[src/rtl/arm_pipe_pkg.sv]
// Shared types for the ARM pipeline sequencer.
// Register index width, sequencer states, NOP encoding and a match helper.
package arm_pipe_pkg;

  localparam int REG_IDX_W = 4;

  localparam logic [31:0] NOP_INSTR = 32'h0000_0000;

  typedef enum logic [1:0] {
    RUN       = 2'd0,
    WAIT      = 2'd1,
    BR_REPLAY = 2'd2
  } seq_state_t;

  function automatic logic src_hit(
    input logic [REG_IDX_W-1:0] src,
    input logic [REG_IDX_W-1:0] dest,
    input logic                 en
  );
    return en && (src == dest);
  endfunction

endpackage

[src/rtl/pipe_hazard_ctrl_if.sv]
// Pipeline control bundle between the stage datapath and the sequencer.
// master: datapath side (drives stage info); slave: sequencer side.
interface pipe_hazard_ctrl_if #(
  parameter int CNT_W = 32
);
  import arm_pipe_pkg::*;

  logic [REG_IDX_W-1:0] src1;
  logic [REG_IDX_W-1:0] src2;
  logic                 two_src;
  logic [REG_IDX_W-1:0] exe_dest;
  logic                 exe_wb_en;
  logic                 exe_mem_r_en;
  logic [REG_IDX_W-1:0] mem_dest;
  logic                 mem_wb_en;
  logic                 branch_taken;
  logic                 mem_access;
  logic                 mem_ready;

  logic                 if_freeze;
  logic                 if_flush;
  logic                 id_flush;
  logic                 pipe_freeze;
  logic                 mem_timeout;
  logic [CNT_W-1:0]     stall_cnt;
  logic [CNT_W-1:0]     flush_cnt;

  modport master (
    output src1, src2, two_src,
    output exe_dest, exe_wb_en, exe_mem_r_en,
    output mem_dest, mem_wb_en,
    output branch_taken, mem_access, mem_ready,
    input  if_freeze, if_flush, id_flush,
    input  pipe_freeze, mem_timeout,
    input  stall_cnt, flush_cnt
  );

  modport slave (
    input  src1, src2, two_src,
    input  exe_dest, exe_wb_en, exe_mem_r_en,
    input  mem_dest, mem_wb_en,
    input  branch_taken, mem_access, mem_ready,
    output if_freeze, if_flush, id_flush,
    output pipe_freeze, mem_timeout,
    output stall_cnt, flush_cnt
  );

endinterface

[src/rtl/pipe_hazard_ctrl_hazard_detect.sv]
// RAW hazard detector: ID sources against EXE/MEM destinations.
// Ports: src1/src2/two_src, exe_*/mem_* stage info -> hazard. Macro: FORWARDING_EN.
module hazard_detect
  import arm_pipe_pkg::*;
(
  input  logic [REG_IDX_W-1:0] src1,
  input  logic [REG_IDX_W-1:0] src2,
  input  logic                 two_src,
  input  logic [REG_IDX_W-1:0] exe_dest,
  input  logic                 exe_wb_en,
  input  logic                 exe_mem_r_en,
  input  logic [REG_IDX_W-1:0] mem_dest,
  input  logic                 mem_wb_en,
  output logic                 hazard
);

`ifdef FORWARDING_EN
  // Forwarding covers ALU results; only a load in EXE cannot be bypassed.
  logic unused_fwd;
  assign unused_fwd = ^{exe_wb_en, mem_dest, mem_wb_en};

  always_comb begin
    hazard = src_hit(src1, exe_dest, exe_mem_r_en)
           | (two_src & src_hit(src2, exe_dest, exe_mem_r_en));
  end
`else
  logic unused_ld;
  assign unused_ld = exe_mem_r_en;

  always_comb begin
    hazard = src_hit(src1, exe_dest, exe_wb_en)
           | src_hit(src1, mem_dest, mem_wb_en)
           | (two_src & src_hit(src2, exe_dest, exe_wb_en))
           | (two_src & src_hit(src2, mem_dest, mem_wb_en));
  end
`endif

endmodule

[src/rtl/pipe_hazard_ctrl.sv]
// Pipeline sequencer: freeze/flush from hazards, EXE branches, SRAM waits.
// Ports: clk, rst (async high), bus (slave). Params MAX_WAIT, CNT_W. Macro: FORWARDING_EN.
module pipe_hazard_ctrl
  import arm_pipe_pkg::*;
#(
  parameter int MAX_WAIT = 16,
  parameter int CNT_W    = 32
) (
  input  logic              clk,
  input  logic              rst,
  pipe_hazard_ctrl_if.slave bus
);

  localparam int WC_W = $clog2(MAX_WAIT + 1);

  seq_state_t       state;
  seq_state_t       state_nxt;
  logic             br_pend;
  logic [WC_W-1:0]  wait_cnt;
  logic             timeout_q;
  logic [CNT_W-1:0] stall_q;
  logic [CNT_W-1:0] flush_q;

  logic mem_stall;
  logic hazard;
  logic branch_now;
  logic ifz;
  logic ifl;
  logic idf;
  logic pfz;

  assign mem_stall = bus.mem_access & ~bus.mem_ready;

  hazard_detect u_hd (
    .src1         (bus.src1),
    .src2         (bus.src2),
    .two_src      (bus.two_src),
    .exe_dest     (bus.exe_dest),
    .exe_wb_en    (bus.exe_wb_en),
    .exe_mem_r_en (bus.exe_mem_r_en),
    .mem_dest     (bus.mem_dest),
    .mem_wb_en    (bus.mem_wb_en),
    .hazard       (hazard)
  );

  always_ff @(posedge clk or posedge rst) begin
    if (rst) state <= RUN;
    else     state <= state_nxt;
  end

  always_comb begin
    state_nxt  = state;
    ifz        = 1'b0;
    ifl        = 1'b0;
    idf        = 1'b0;
    pfz        = 1'b0;
    branch_now = bus.branch_taken | (state == BR_REPLAY);

    if (mem_stall) begin
      pfz = 1'b1;
      ifz = 1'b1;
    end else if (branch_now) begin
      ifl = 1'b1;
      idf = 1'b1;
    end else if (hazard) begin
      ifz = 1'b1;
      idf = 1'b1;
    end

    unique case (state)
      RUN: begin
        if (mem_stall) state_nxt = WAIT;
      end
      WAIT: begin
        if (!mem_stall)
          state_nxt = br_pend ? BR_REPLAY : RUN;
      end
      BR_REPLAY: begin
        state_nxt = mem_stall ? WAIT : RUN;
      end
      default: state_nxt = RUN;
    endcase

    if (rst) begin
      ifz = 1'b0;
      ifl = 1'b0;
      idf = 1'b0;
      pfz = 1'b0;
    end
  end

  // A branch resolving under a stall is frozen in EXE; remember it
  // and replay the flush once the pipe moves again.
  always_ff @(posedge clk or posedge rst) begin
    if (rst)
      br_pend <= 1'b0;
    else if (mem_stall && bus.branch_taken)
      br_pend <= 1'b1;
    else if (state == BR_REPLAY && !mem_stall)
      br_pend <= 1'b0;
  end

  // Counts consecutive frozen cycles; the stall itself is never aborted.
  always_ff @(posedge clk or posedge rst) begin
    if (rst) begin
      wait_cnt  <= '0;
      timeout_q <= 1'b0;
    end else if (mem_stall) begin
      if (wait_cnt != WC_W'(MAX_WAIT))
        wait_cnt <= wait_cnt + 1'b1;
      if (wait_cnt == WC_W'(MAX_WAIT - 1))
        timeout_q <= 1'b1;
    end else begin
      wait_cnt <= '0;
    end
  end

  always_ff @(posedge clk or posedge rst) begin
    if (rst) begin
      stall_q <= '0;
      flush_q <= '0;
    end else begin
      if ((ifz | pfz) && stall_q != '1)
        stall_q <= stall_q + 1'b1;
      if (ifl && flush_q != '1)
        flush_q <= flush_q + 1'b1;
    end
  end

  assign bus.if_freeze   = ifz;
  assign bus.if_flush    = ifl;
  assign bus.id_flush    = idf;
  assign bus.pipe_freeze = pfz;
  assign bus.mem_timeout = timeout_q;
  assign bus.stall_cnt   = stall_q;
  assign bus.flush_cnt   = flush_q;

endmodule

[src/flat_wrapper.sv]
// flat-port wrapper written by rule: the top's interface ports become plain ports
module pipe_hazard_ctrl_flat import arm_pipe_pkg::*;
#(
  parameter int MAX_WAIT = 16,
  parameter int CNT_W    = 32
)
  (clk, rst, bus_src1, bus_src2, bus_two_src, bus_exe_dest, bus_exe_wb_en, bus_exe_mem_r_en, bus_mem_dest, bus_mem_wb_en, bus_branch_taken, bus_mem_access, bus_mem_ready, bus_if_freeze, bus_if_flush, bus_id_flush, bus_pipe_freeze, bus_mem_timeout, bus_stall_cnt, bus_flush_cnt);
  pipe_hazard_ctrl_if #(.CNT_W(CNT_W)) bus_i ();
  input  logic clk;
  input  logic rst;
  input wire logic [$bits(bus_i.src1)-1:0] bus_src1;
  input wire logic [$bits(bus_i.src2)-1:0] bus_src2;
  input wire logic [$bits(bus_i.two_src)-1:0] bus_two_src;
  input wire logic [$bits(bus_i.exe_dest)-1:0] bus_exe_dest;
  input wire logic [$bits(bus_i.exe_wb_en)-1:0] bus_exe_wb_en;
  input wire logic [$bits(bus_i.exe_mem_r_en)-1:0] bus_exe_mem_r_en;
  input wire logic [$bits(bus_i.mem_dest)-1:0] bus_mem_dest;
  input wire logic [$bits(bus_i.mem_wb_en)-1:0] bus_mem_wb_en;
  input wire logic [$bits(bus_i.branch_taken)-1:0] bus_branch_taken;
  input wire logic [$bits(bus_i.mem_access)-1:0] bus_mem_access;
  input wire logic [$bits(bus_i.mem_ready)-1:0] bus_mem_ready;
  output wire logic [$bits(bus_i.if_freeze)-1:0] bus_if_freeze;
  output wire logic [$bits(bus_i.if_flush)-1:0] bus_if_flush;
  output wire logic [$bits(bus_i.id_flush)-1:0] bus_id_flush;
  output wire logic [$bits(bus_i.pipe_freeze)-1:0] bus_pipe_freeze;
  output wire logic [$bits(bus_i.mem_timeout)-1:0] bus_mem_timeout;
  output wire logic [$bits(bus_i.stall_cnt)-1:0] bus_stall_cnt;
  output wire logic [$bits(bus_i.flush_cnt)-1:0] bus_flush_cnt;
  assign bus_i.src1 = bus_src1;
  assign bus_i.src2 = bus_src2;
  assign bus_i.two_src = bus_two_src;
  assign bus_i.exe_dest = bus_exe_dest;
  assign bus_i.exe_wb_en = bus_exe_wb_en;
  assign bus_i.exe_mem_r_en = bus_exe_mem_r_en;
  assign bus_i.mem_dest = bus_mem_dest;
  assign bus_i.mem_wb_en = bus_mem_wb_en;
  assign bus_i.branch_taken = bus_branch_taken;
  assign bus_i.mem_access = bus_mem_access;
  assign bus_i.mem_ready = bus_mem_ready;
  assign bus_if_freeze = bus_i.if_freeze;
  assign bus_if_flush = bus_i.if_flush;
  assign bus_id_flush = bus_i.id_flush;
  assign bus_pipe_freeze = bus_i.pipe_freeze;
  assign bus_mem_timeout = bus_i.mem_timeout;
  assign bus_stall_cnt = bus_i.stall_cnt;
  assign bus_flush_cnt = bus_i.flush_cnt;
  pipe_hazard_ctrl #(.MAX_WAIT(MAX_WAIT), .CNT_W(CNT_W)) u_core (.clk(clk), .rst(rst), .bus(bus_i));
endmodule
[config.mk]
export PLATFORM = sky130hd
export DESIGN_NAME = pipe_hazard_ctrl_flat
export DESIGN_NICKNAME = d
export VERILOG_FILES = /design/src/rtl/arm_pipe_pkg.sv /design/src/rtl/pipe_hazard_ctrl_if.sv /design/src/rtl/pipe_hazard_ctrl_hazard_detect.sv /design/src/rtl/pipe_hazard_ctrl.sv /design/src/flat_wrapper.sv
export SDC_FILE = /design/constraint.sdc
export NUM_CORES = 1
export LEC_CHECK = 0
export ABC_CLOCK_PERIOD_IN_PS = 3500
export CORE_MARGIN = 2
export CORE_UTILIZATION = 40
export CTS_CLUSTER_SIZE = 14
export DETAILED_ROUTE_END_ITERATION = 16
export PLACE_DENSITY = 0.67
export SYNTH_ARGS = -nofsm -noshare
export SYNTH_HDL_FRONTEND = slang
export SYNTH_SLANG_ARGS = --single-unit
[constraint.sdc]
create_clock -name clk -period 3.5 [get_ports clk]
set_input_delay 0.35 -clock clk [delete_from_list [all_inputs] [get_ports clk]]
set_output_delay 0.35 -clock clk [all_outputs]
set_load 0.02 [all_outputs]
==> results.txt <==
----------------------------------------------------
[Floorplan]
  I/O pin count ... 94
  Core Box Area ... a little under 9000 um2
  Floorplan row count ... 34
  DIE HEIGHT ... between 90 and 100 um
  Horizontal die dimension ... 99.6 um
  Die area ... 9930 um2
  Initial core utilization ... 41.5%

[Logic synthesis]
  Proportion of synthesized flip-flops having asynchronous set or reset ... 100%
  Cell count after synthesis ... around 350
  Register area share after synthesis ... about 50%
  Cell area after synthesis ... between 3000 and 4000 um2
  Synth Net Count ... around 380
  EDFF count, synth ... 0
  Portion of synthesized cell area occupied by the leading cell type ... between 40% and 50%
  Avg Inst Size Synth ... around 11 um2
  Yosys warnings ... 0
  Cell type with the largest total area after synthesis ... sky130_fd_sc_hd__dfrtp_1
  Synth Flop Type ... sky130_fd_sc_hd__dfrtp_1
  Dominant combinational cell family by area after synthesis ... simple AND/OR/NAND/NOR gates
  Compound-gate portion of the synthesized area ... roughly 2.2%
  Synth area leaders ... sky130_fd_sc_hd__dfrtp_1, sky130_fd_sc_hd__xnor2_1, sky130_fd_sc_hd__xor2_1, sky130_fd_sc_hd__nand3_1, sky130_fd_sc_hd__nand2_1
  Fraction of synthesized area in multiplexers ... between 1 and 1.5%
  Xor and xnor fraction of the mapped netlist area ... between 10% and 20%
  Post-synthesis cell type count ... 42
  Adder-Cell Fraction of Synth Area ... under 10%
  Number of synthesized register bits ... 73
  Simple-Gate Fraction of Synth Area ... between 20% and 30%

[STA]
  Achievable frequency ... roughly 330 MHz
  Worst hold slack after final layout ... about 0.46 ns
  Total setup violations reported at the end of the flow ... 0
  Post-route clock skew ... approximately 0.011 ns
  Part of the cycle the worst path needs ... 87.7%
  Crit path time final ... 3.07 ns
  Unrepaired setup endpoints after global routing ... no
  Fin Setup TNS ... 0 ns
  Final Hold Vio Count ... 0
  Slew Limit Headroom ... 37.5%
  Transition at the pin with the smallest max-transition slack ... 0.937 ns
  PnR worst setup slack ... 0.430 ns
  Number of slew-limit violations in the final report ... 0

[Setup path]
  Critical path endpoint category ... primary output
  Critical path type ... input pin to primary output
  Launching point of the worst reg2reg path ... u_core.bus.stall_cnt[24]
  Reg2reg end ... u_core.bus.stall_cnt[1]
  Maximum fanout along the worst path ... 8
  Startpoint Class ... input pin
  Critical path arrival ... about 2.7 ns
  Worst reg2reg setup slack ... about 0.94 ns
  Crit path required time ... approximately 3.2 ns
  R2R depth ... 7

[Layout]
  Share of post-route cells with drive strength above 1 ... approximately 8.4%
  Antenna Cells ... 0
  Number of filler instances in the final layout ... about 800
  Post-route non-filler standard cell count ... 561
  Layout overhead on the synthesized area ... 33.3%
  Total number of nets in the final design ... between 400 and 500
  Final Util ... 55.4%
  Area of all placed cells without fillers ... 4880 um2

[Clock network]
  Post-cts resize count ... 0
  Number of buffers on the longest clock path ... 2
  Clock transition time at the flip-flop clock pins of the worst setup and hold paths ... 0.08 ns
  TritonCTS buffer count ... 9
  H-tree level count ... 3
  Hold_buf cts ... 0
  Setup repair bufs after CTS ... 0
  Clock sink count ... 73
  Clk root buf ... sky130_fd_sc_hd__clkbuf_8
  CTS tree ... yes
  Clock latency on the worst-skew pair ... 0.34 ns

[Routing]
  Detailed Route WL ... roughly 7700 um
  Drt drc ... 0
  Routed length per placed instance ... 13.7 um
  Via count ... around 2800
  DR iter-0 viols ... 80
  Drt first pass iters ... 4
  Detail-routed via count per cell ... about 5.0
  DRT antenna net count ... 0

[Global route]
  Global-route congestion overflow total ... 0
  Via count of the first global-routing pass ... between 2000 and 3000
  Initial antenna violation count ... 0
  Wire length of the first global-routing pass ... between 10000 and 15000 um
  Pin count of the biggest net entering global routing ... 77
  Total global routing track utilization ... 16.5%

[Power]
  Part of the total power dissipated in combinational logic ... about a fifth
  Clock network fraction of design power ... between 20 and 30%
  Static leakage ... roughly 2.1 nW
  Post-route total power ... between 2 and 2.5 mW
  PD cells ... just over 400 nW/um2
  Switching Share ... a little under a third
  Worst ir drop on vdd ... 342 uV
  Net switching power of the design ... between 0.6 and 0.7 mW
  Portion of total power attributed to sequential cells ... roughly half
  Cell-internal power ... around 1.4 mW

[Worst hold path]
  Beginning of the worst hold path ... u_core.bus.mem_timeout
  Hold Path Cell Cnt ... 1
  Worst hold path type ... register to register
  Hold endpoint ... u_core.bus.mem_timeout

[Placed design]
  Quantity of I/O buffers inserted on ports ... slightly above 90
  Setup slack after placement ... roughly 0.47 ns
  RePlAce Congestion ... 0.770
  Dpl cells ... between 500 and 600
  Area after DPL ... approximately 4700 um2
  Final HPWL from detailed placement ... ~5700 um

[Run status]
  Status ... finished, final reports clean

[Job]
  MaxCap Viol Count ... 0

----------------------------------------------------
power by group through the flow:
stage / registers [mW] / logic (mW) / clock network [mW]
3_5_place_dp: 1.00 / 0.425 / 0
6_report: 0.987 / 0.421 / 0.598
3_3_place_gp: 1.00 / 0.420 / 0
4_1_cts: 0.988 / 0.427 / 0.619
2_1_floorplan: 1.06 / 0.157 / 0
5_1_grt: 0.999 / 0.462 / 0.648
registers in the layout, summed over array words and instances (netlist names):
register                cells
u_core.bus.flush_cnt       32
u_core.bus.stall_cnt       32
u_core.wait_cnt             5
u_core.state                2
u_core.br_pend              1
u_core.bus.mem_timeout      1
worst max path at each step:
stage / startpoint / to / slack, ns / cells after the start
after detailed placement: bus_mem_dest[1] / bus_if_freeze / 0.47 / 8
after CTS: bus_mem_dest[1] / bus_if_freeze / 0.44 / 8
after floorplan: rst / u_core.bus.stall_cnt[11] / 0.06 / 8
after global placement: bus_src2[1] / bus_if_freeze / 0.46 / 8
final: bus_mem_dest[3] / bus_if_freeze / 0.43 / 8
after global routing: bus_src1[3] / bus_if_freeze / 0.22 / 8
final cells by class:
| cell class | count | area, um2 | share of cell area, % |
|---|---|---|---|
| clock inverter | 6 | 42.5 | 0.872 |
| sequential | 73 | 1830 | 37.5 |
| clock buffer | 10 | 138 | 2.82 |
| tap | 108 | 135 | 2.77 |
| timing repair buffer | 94 | 936 | 19.2 |
| inverter | 12 | 45.0 | 0.924 |
| multi-input combinational | 258 | 1750 | 36.0 |
per-layer routing:
layer  vias to the layer above  track usage, %  part of all wire, %
met3                        10            4.29                  5.9
met2                        73            25.9                   46
met5                         -               0                    0
li1                       1396               -                    -
met4                         0            5.37                  1.2
met1                      1340            22.4                   47
cells by family (layout without fill, tap and decap cells):
group | count (synthesis) | after routing
adders and majority gates | 5 | 5
AOI/OAI and AO/OA | 12 | 12
muxes | 4 | 4
and+or+nand+nor | 158 | 158
DFF | 73 | 73
buffers and inverters | 17 | 122
xor gates and xnor gates | 79 | 79
critical path, cell delays in order:
cell and delay (ns):
sky130_fd_sc_hd__clkdlybuf4s50_1 0.51, sky130_fd_sc_hd__xor2_1 0.19, sky130_fd_sc_hd__nor3_1 0.07, sky130_fd_sc_hd__a31oi_1 0.26, sky130_fd_sc_hd__nand2_1 0.10, sky130_fd_sc_hd__a21oi_1 0.58, sky130_fd_sc_hd__nor2_1 0.08, sky130_fd_sc_hd__clkdlybuf4s50_1 0.58
synth_stat cells (all sizes together) (3+ instances only):
| cell type | instances |
|---|---|
| a21oi | 4 |
| and2 | 4 |
| and3 | 10 |
| and4 | 3 |
| buf | 3 |
| dfrtp | 73 |
| ha | 5 |
| inv | 12 |
| mux2 | 3 |
| nand2 | 30 |
| nand2b | 3 |
| nand3 | 29 |
| nand4 | 11 |
| nor2 | 27 |
| nor2b | 3 |
| nor3 | 19 |
| nor4 | 12 |
| xnor2 | 43 |
| xor2 | 36 |
cell usage in the layout (no fill, tap or decap), types with 2 or more instances in the layout:
cell type	instances
sky130_fd_sc_hd__nor2b_1	3
sky130_fd_sc_hd__or3_4	2
sky130_fd_sc_hd__and3_1	8
sky130_fd_sc_hd__o21ai_0	2
sky130_fd_sc_hd__and4_1	3
sky130_fd_sc_hd__nand2_2	3
sky130_fd_sc_hd__a41oi_1	2
sky130_fd_sc_hd__nand2b_1	3
sky130_fd_sc_hd__nand2_1	27
sky130_fd_sc_hd__clkinvlp_4	2
sky130_fd_sc_hd__nand4_1	10
sky130_fd_sc_hd__clkdlybuf4s50_1	92
sky130_fd_sc_hd__nor3_2	2
sky130_fd_sc_hd__nor2_1	26
sky130_fd_sc_hd__nor4_1	10
sky130_fd_sc_hd__and2_1	4
sky130_fd_sc_hd__ha_1	5
sky130_fd_sc_hd__dfrtp_1	73
sky130_fd_sc_hd__inv_1	11
sky130_fd_sc_hd__xnor2_1	43
sky130_fd_sc_hd__and3_4	2
sky130_fd_sc_hd__clkbuf_8	10
sky130_fd_sc_hd__buf_4	2
sky130_fd_sc_hd__xor2_1	36
sky130_fd_sc_hd__nor3_1	17
sky130_fd_sc_hd__nor4_2	2
sky130_fd_sc_hd__clkinv_2	2
sky130_fd_sc_hd__a21oi_1	4
sky130_fd_sc_hd__nand3_1	29
No activity file was read; power rests on OpenSTA's default activity.
